<file path="src/rtl/itu_trs_decoder.sv">
// rtl/itu_trs_decoder.sv - BT.656/BT.1120 TRS decoder: active-video extraction and field measurement
// Define ITU_XY_PROTECT_CHECK_EN to reject XY words whose protection bits are inconsistent.

module itu_trs_decoder #(
  parameter int BITS_PER_SYMBOL  = 8,
  parameter int SYMBOLS_PER_BEAT = 1,
  parameter int MAX_WIDTH        = 1920,
  parameter int MAX_HEIGHT       = 1080
) (
  input  logic                                        clk_itu_i,
  input  logic                                        rst_n,
  input  logic [BITS_PER_SYMBOL*SYMBOLS_PER_BEAT-1:0] itu_data_i,
  input  logic                                        en_i,
  output logic [BITS_PER_SYMBOL*SYMBOLS_PER_BEAT-1:0] dout_data,
  output logic                                        dout_valid,
  output logic                                        dout_sop,
  output logic                                        dout_eop,
  output logic [15:0]                                 width_o,
  output logic [15:0]                                 height_o,
  output logic [3:0]                                  interlaced_o,
  output logic                                        locked_o,
  output logic                                        xy_err_o
);

  localparam int B  = BITS_PER_SYMBOL;
  localparam int DW = BITS_PER_SYMBOL * SYMBOLS_PER_BEAT;
  localparam logic [15:0] MAX_W = 16'(MAX_WIDTH);
  localparam logic [15:0] MAX_H = 16'(MAX_HEIGHT);

  typedef enum logic [1:0] {
    S_SEARCH = 2'd0,
    S_ONES   = 2'd1,
    S_ZERO1  = 2'd2,
    S_ZERO2  = 2'd3
  } trs_state_e;

  trs_state_e    state_q, state_d;
  logic          active_q, active_d;
  logic          v_q, v_d;
  logic [15:0]   pix_q, pix_d;
  logic [15:0]   line_q, line_d;
  logic [15:0]   line_w_q, line_w_d;
  logic          meas_valid_q, meas_valid_d;
  logic [15:0]   width_q, width_d;
  logic [15:0]   height_q, height_d;
  logic [1:0]    intl_q, intl_d;
  logic          locked_q, locked_d;
  logic [DW-1:0] hold_q, hold_d;
  logic          hold_v_q, hold_v_d;
  logic          hold_sop_q, hold_sop_d;
  logic [DW-1:0] dout_data_q, dout_data_d;
  logic          dout_valid_q, dout_valid_d;
  logic          dout_sop_q, dout_sop_d;
  logic          dout_eop_q, dout_eop_d;

  logic [B-1:0]  sym_hi;
  logic          is_ones, is_zero;
  logic          xy_beat, xy_ok, xy_take;
  logic          xy_f, xy_v, xy_h;
  logic          sav_open, line_close, beat_in, field_end;
  logic          match, last_line;

  // Only the upper symbol carries the TRS decision in both BT.656 and BT.1120.
  assign sym_hi  = itu_data_i[DW-1 -: B];
  assign is_ones = (sym_hi == {B{1'b1}});
  assign is_zero = (sym_hi == {B{1'b0}});
  assign xy_beat = (state_q == S_ZERO2);
  assign xy_f    = sym_hi[B-2];
  assign xy_v    = sym_hi[B-3];
  assign xy_h    = sym_hi[B-4];

`ifdef ITU_XY_PROTECT_CHECK_EN
  logic xy_err_q, xy_err_d;

  assign xy_ok = (sym_hi[B-5] == (xy_v ^ xy_h)) &&
                 (sym_hi[B-6] == (xy_f ^ xy_h)) &&
                 (sym_hi[B-7] == (xy_f ^ xy_v)) &&
                 (sym_hi[B-8] == (xy_f ^ xy_v ^ xy_h));
  assign xy_err_d = xy_beat && !xy_ok;
  assign xy_err_o = xy_err_q;
`else
  assign xy_ok    = 1'b1;
  assign xy_err_o = 1'b0;
`endif

  assign xy_take    = xy_beat && xy_ok;
  assign sav_open   = xy_take && !xy_h && !xy_v;
  assign line_close = active_q && is_ones;
  assign beat_in    = active_q && !is_ones;
  assign field_end  = xy_take && xy_v && !v_q;
  assign match      = meas_valid_q && (line_w_q == width_q) && (line_q == height_q) &&
                      (line_q != 16'd0) && (line_w_q != 16'd0);
  assign last_line  = (height_q != 16'd0) && (line_q == height_q - 16'd1);

  // A mismatching beat may itself start a new preamble, so it is re-tested for all-ones.
  always_comb begin
    state_d = state_q;
    unique case (state_q)
      S_SEARCH: state_d = is_ones ? S_ONES : S_SEARCH;
      S_ONES:   state_d = is_zero ? S_ZERO1 : (is_ones ? S_ONES : S_SEARCH);
      S_ZERO1:  state_d = is_zero ? S_ZERO2 : (is_ones ? S_ONES : S_SEARCH);
      default:  state_d = S_SEARCH;
    endcase
  end

  always_comb begin
    active_d     = active_q;
    v_d          = v_q;
    pix_d        = pix_q;
    line_d       = line_q;
    line_w_d     = line_w_q;
    meas_valid_d = meas_valid_q;
    width_d      = width_q;
    height_d     = height_q;
    intl_d       = intl_q;
    locked_d     = locked_q;

    if (line_close) begin
      active_d = 1'b0;
    end else if (sav_open) begin
      active_d = 1'b1;
    end
    if (xy_take) begin
      v_d = xy_v;
    end

    if (line_close) begin
      pix_d = 16'd0;
    end else if (beat_in && (pix_q != MAX_W)) begin
      pix_d = pix_q + 16'd1;
    end

    if (line_close && (pix_q != 16'd0)) begin
      line_w_d = pix_q;
    end

    if (field_end) begin
      line_d = 16'd0;
    end else if (line_close && (pix_q != 16'd0) && (line_q != MAX_H)) begin
      line_d = line_q + 16'd1;
    end

    // Field boundary: publish measurement and re-evaluate lock (en_i only matters here).
    if (field_end) begin
      width_d      = line_w_q;
      height_d     = line_q;
      intl_d       = {meas_valid_q && (xy_f != intl_q[0]), xy_f};
      meas_valid_d = 1'b1;
      locked_d     = en_i && match;
    end
  end

  // The hold stage delays each active beat so the line-ending preamble can tag it with eop.
  always_comb begin
    hold_v_d     = beat_in;
    hold_d       = beat_in ? itu_data_i : hold_q;
    hold_sop_d   = beat_in ? ((line_q == 16'd0) && (pix_q == 16'd0)) : hold_sop_q;
    dout_data_d  = hold_v_q ? hold_q : dout_data_q;
    dout_valid_d = hold_v_q && locked_q;
    dout_sop_d   = hold_v_q && locked_q && hold_sop_q;
    dout_eop_d   = hold_v_q && locked_q && line_close && last_line;
  end

  always_ff @(posedge clk_itu_i or negedge rst_n) begin
    if (!rst_n) begin
      state_q      <= S_SEARCH;
      active_q     <= 1'b0;
      v_q          <= 1'b1;
      pix_q        <= 16'd0;
      line_q       <= 16'd0;
      line_w_q     <= 16'd0;
      meas_valid_q <= 1'b0;
      width_q      <= 16'd0;
      height_q     <= 16'd0;
      intl_q       <= 2'b00;
      locked_q     <= 1'b0;
      hold_q       <= '0;
      hold_v_q     <= 1'b0;
      hold_sop_q   <= 1'b0;
      dout_data_q  <= '0;
      dout_valid_q <= 1'b0;
      dout_sop_q   <= 1'b0;
      dout_eop_q   <= 1'b0;
`ifdef ITU_XY_PROTECT_CHECK_EN
      xy_err_q     <= 1'b0;
`endif
    end else begin
      state_q      <= state_d;
      active_q     <= active_d;
      v_q          <= v_d;
      pix_q        <= pix_d;
      line_q       <= line_d;
      line_w_q     <= line_w_d;
      meas_valid_q <= meas_valid_d;
      width_q      <= width_d;
      height_q     <= height_d;
      intl_q       <= intl_d;
      locked_q     <= locked_d;
      hold_q       <= hold_d;
      hold_v_q     <= hold_v_d;
      hold_sop_q   <= hold_sop_d;
      dout_data_q  <= dout_data_d;
      dout_valid_q <= dout_valid_d;
      dout_sop_q   <= dout_sop_d;
      dout_eop_q   <= dout_eop_d;
`ifdef ITU_XY_PROTECT_CHECK_EN
      xy_err_q     <= xy_err_d;
`endif
    end
  end

  assign dout_data    = dout_data_q;
  assign dout_valid   = dout_valid_q;
  assign dout_sop     = dout_sop_q;
  assign dout_eop     = dout_eop_q;
  assign width_o      = width_q;
  assign height_o     = height_q;
  assign interlaced_o = {intl_q, 2'b00};
  assign locked_o     = locked_q;

endmodule

</file>
<file path="config.mk">
export PLATFORM = sky130hd
export DESIGN_NAME = itu_trs_decoder
export DESIGN_NICKNAME = d
export VERILOG_FILES = /design/src/rtl/itu_trs_decoder.sv
export SDC_FILE = /design/constraint.sdc
export NUM_CORES = 1
export LEC_CHECK = 0
export CORE_AREA = 2 2 108 110
export DETAILED_ROUTE_END_ITERATION = 10
export DIE_AREA = 0 0 110 112
export HOLD_SLACK_MARGIN = 0.06
export PLACE_DENSITY = 0.67
export REMOVE_ABC_BUFFERS = 1
export SLEW_MARGIN = 20
export SYNTH_ARGS = -nofsm -noshare
export SYNTH_HDL_FRONTEND = slang
export SYNTH_SLANG_ARGS = --single-unit
</file>
<file path="constraint.sdc">
create_clock -name clk_itu_i -period 2.7 [get_ports clk_itu_i]
set_input_delay 0.54 -clock clk_itu_i [delete_from_list [all_inputs] [get_ports clk_itu_i]]
set_output_delay 0.54 -clock clk_itu_i [all_outputs]
set_load 0.02 [all_outputs]
</file>
==> results summary <==
The flow ran to the end, and the final reports show no timing, DRC or antenna violations. After synthesis, the share of cell area in mux cells is 5.68%. The row count is 39.

The initial antenna violation count is 0. The final worst-path cycle share is 95.4%. The net total in the final layout came out at 655. The wire length of the first global-routing pass came out at 21.8 mm.

The starting density of the core is 49.3%. In the post-synthesis netlist, the cell with the most instances is nand2_1. The final setup violation count is 0. Routability-driven placement finished with a final weighted congestion of 0.947.

STA classifies the critical path endpoint as a flop. Counting the fill cells in the layout gives 985. The number of port buffers came out at 56. The synthesized design spends more area on one cell type than any other, namely dfrtp_1. Clock tree synthesis found a total of 109 sinks. The max-slew violation count came out at 0. By area, the combinational part of the netlist is dominated by simple AND/OR/NAND/NOR gates.

The tightest min-delay check is of the in -> async type. The number of inserted diodes came out at 0. Cells with a size suffix above 1 make up 11.5% of the layout.

In the synthesized netlist the async set-or-reset flop fraction comes to 100%. The vertical die dimension came out at 112 um. The mapped cell area is 5510 sq um. The final route contains 4,434 vias. The die is 110 um wide.

The number of violations of the max-capacitance limit is 0. The CTS tree is done. Setup repair after global routing left no endpoint under its margin.

The deepest level of the CTS H-tree is 3. The setup path with the least slack is of type in -> reg. The power density over the cells is 528 nW/um^2. After Yosys synthesis, full adders, half adders and majority gates account for 1.14% of the synthesized area. Yosys mapped the design onto 49 distinct sky130hd cell types. The simple logic cell fraction of the synthesized area is 25.1%. The tightest slew margin relative to the limit came out at 54.0%. The worst setup path is launched from a primary input.

The number of top-level pins is 60. The via density per instance is 5.63. The worst path required time came out at 2.96 ns. The timing-limited maximum frequency came out at 388 MHz. The total routed wirelength came out at 13.2 mm. The synthesized area per cell came out at 9.59 sq um. In this run, post-CTS hold repair placed 0 buffers. Entering global routing, the biggest net connects 47 pins. The fraction of the mapped netlist area in compound gates came out at 5.22%. The final count of hold timing violations is 0. The clock reaches the later pin of the worst-skew pair after 0.35 ns. The area of all placed cells without fillers came out at 6620 sq um. The accumulated negative setup slack came out at 0 ns.

The via count of the first global-routing pass is 4,270. The static power due to leakage is 3.28 nW. The buffer levels on the longest clock path came out at 2.

The arrival time at the worst endpoint came out at 2.84 ns. The die area is 12,300 sq um. The worst-case vdd ir drop came out at 347 uV. The antenna violation net count after detailed routing came out at 0. The flop and latch count out of synthesis came out at 109. The standard cell area after detailed placement came out at 6310 sq um.

In the post-synthesis netlist, the biggest area contributors are dfrtp_1 (49%), nand2_1 (8.8%), xor2_1 (8.1%), mux2_2 (5.3%), nor2_1 (2.7%). The overall overflow remaining after global route is 0. The worst-margin pin slew came out at 0.689 ns.

The number of buffers added by the clock tree synthesis step came out at 9. The region available for standard cell placement spans 11,200 sq um. The all-layer global routing usage is 22.7%. The share of synthesized area in the top cell type comes to 49.0%. Of all nets on the critical path, the largest fanout is 4.

The iteration count of the initial detailed-routing pass is 4. Sequential elements use 49.5% of the synthesized area. The worst clock skew is 0.0130 ns. Sorting the synthesized cells by how often they occur yields nand2_1 (129), dfrtp_1 (108), xor2_1 (51), nor2_1 (39), mux2_2 (26).

The cell sitting at the root of the clock tree is a clkbuf_16. The logic depth of the worst register-to-register path came out at 6. The total DRC errors in the routed layout came out at 0. The clock period could shrink to 2.58 ns. The instance count of the mapped netlist came out at 575. The synthesized netlist devotes 10.0% of its cell area to XOR and XNOR gates. The number of DRC markers after the initial detailed-route iteration is 306. The clock transition at the register clock pins on the worst setup and hold paths after CTS came out at 0.07 ns.

Dividing the detail-routed wire length by the instance count gives 16.8 um. In the synthesized netlist the dominant register cell turns out to be dfrtp_1. The layout overhead on the synthesized area is 20.1%.

The number of enable-type register cells in the synthesized netlist came out at 0. The Yosys step of the flow raised 0 warnings. The final HPWL from detailed placement is 9.55 mm.
-- stage by stage --
| stage | power (W) | hold slack [ns] | setup slack [ns] | std cells | utilization (%) |
|---|---|---|---|---|---|
| after floorplan | 0.00198 | 0.244 | -0.627 | 546 | - |
| after global placement | 0.00216 | 0.467 | -0.197 | 771 | 56.5 |
| after detailed placement | 0.00218 | 0.476 | -0.242 | 771 | 56.5 |
| after CTS | 0.00352 | 0.212 | 0.122 | 787 | 59.2 |
| after global routing | 0.00363 | 0.245 | 0.0115 | 787 | 59.2 |
| final | 0.00349 | 0.194 | 0.123 | 787 | 59.2 |
-- cell type report --
| cell class | count | area [sq um] | area share (%) |
|---|---|---|---|
| Timing Repair Buffer | 82 | 753 | 11.4 |
| Inverter | 11 | 41.3 | 0.624 |
| Sequential cell | 109 | 2730 | 41.2 |
| Clock buffer | 12 | 246 | 3.72 |
| Multi-Input combinational cell | 426 | 2610 | 39.5 |
| Tap cell | 143 | 179 | 2.70 |
| Clock inverter | 4 | 55.1 | 0.832 |
-- worst max-delay path: stages --
cell             delay (ns)
clkdlybuf4s50_1        0.52
and4_1                 0.24
and3_2                 0.23
nand2_1                0.05
or4_1                  0.54
or4_1                  0.54
a221oi_2               0.18
-- path summary, 6_finish.rpt --
kind	to	slack (ns)	startpoint
min	line_q[10]$_DFFE_PN0P_	0.19	rst_n
max reg2reg	dout_eop$_DFF_PN0_	0.21	height_o[3]$_DFFE_PN0P_
min in group clk_itu_i	hold_sop_q$_DFFE_PN0P_	0.49	hold_sop_q$_DFFE_PN0P_
max	dout_eop$_DFF_PN0_	0.12	itu_data_i[0]
min reg2reg	hold_sop_q$_DFFE_PN0P_	0.49	hold_sop_q$_DFFE_PN0P_
max in group asynchronous	width_o[14]$_DFFE_PN0P_	1.75	rst_n
-- registers in the layout (all words and copies together), names as in the netlist --
signal	flops
intl_q	2
dout_eop	1
dout_data	8
active_q	1
dout_sop	1
line_w_q	16
hold_q	8
hold_v_q	1
state_q	2
hold_sop_q	1
height_o	16
dout_valid	1
locked_o	1
meas_valid_q	1
line_q	16
pix_q	16
width_o	16
v_q	1
-- cells by family after synthesis --
family          count (synthesis)
compound gates                 45
xor+xnor                       63
fa+ha+maj                       5
buf+inv                        42
flops                         109
mux                            28
other cells                     1
simple gates                  282
-- timing repair --
action	4_1_cts	5_1_grt
endpoints found under the setup margin	0	4
resized for setup	0	2
buffers inserted	0	0
-- placed cells by master, fill, tap and decap left out, drive strengths merged, types with 2 or more instances in the layout --
cell,count
a211oi,3
a21oi,5
a31oi,2
and2,4
and3,12
and4,8
buf,27
clkbuf,12
clkdlybuf4s50,55
conb,3
dfrtp,108
ha,5
inv,12
mux2,26
mux2i,2
nand2,129
nand2b,5
nand3,15
nand3b,3
nand4,19
nand4b,4
nor2,39
nor2b,2
nor3,10
nor3b,3
nor4,19
nor4b,4
o211ai,2
o21ai,20
o21bai,2
o31ai,2
o41ai,2
or4,3
xnor2,12
xor2,51
-- where the power goes --
group	total (W)	switching [W]	internal, W
sequential	0.00178	0.0000641	0.00171
clock	0.00135	0.000595	0.000751
combinational	0.000367	0.000197	0.000170
-- routing by layer --
metal | up-vias | wire length, um | track usage [%]
li1 | 2091 | - | -
met1 | 2184 | 5830 | 31.7
met2 | 132 | 6540 | 35.5
met3 | 27 | 525 | 2.99
met4 | 0 | 308 | 9.96
met5 | - | 0 | 0
No activity file was read; power rests on OpenSTA's default activity.
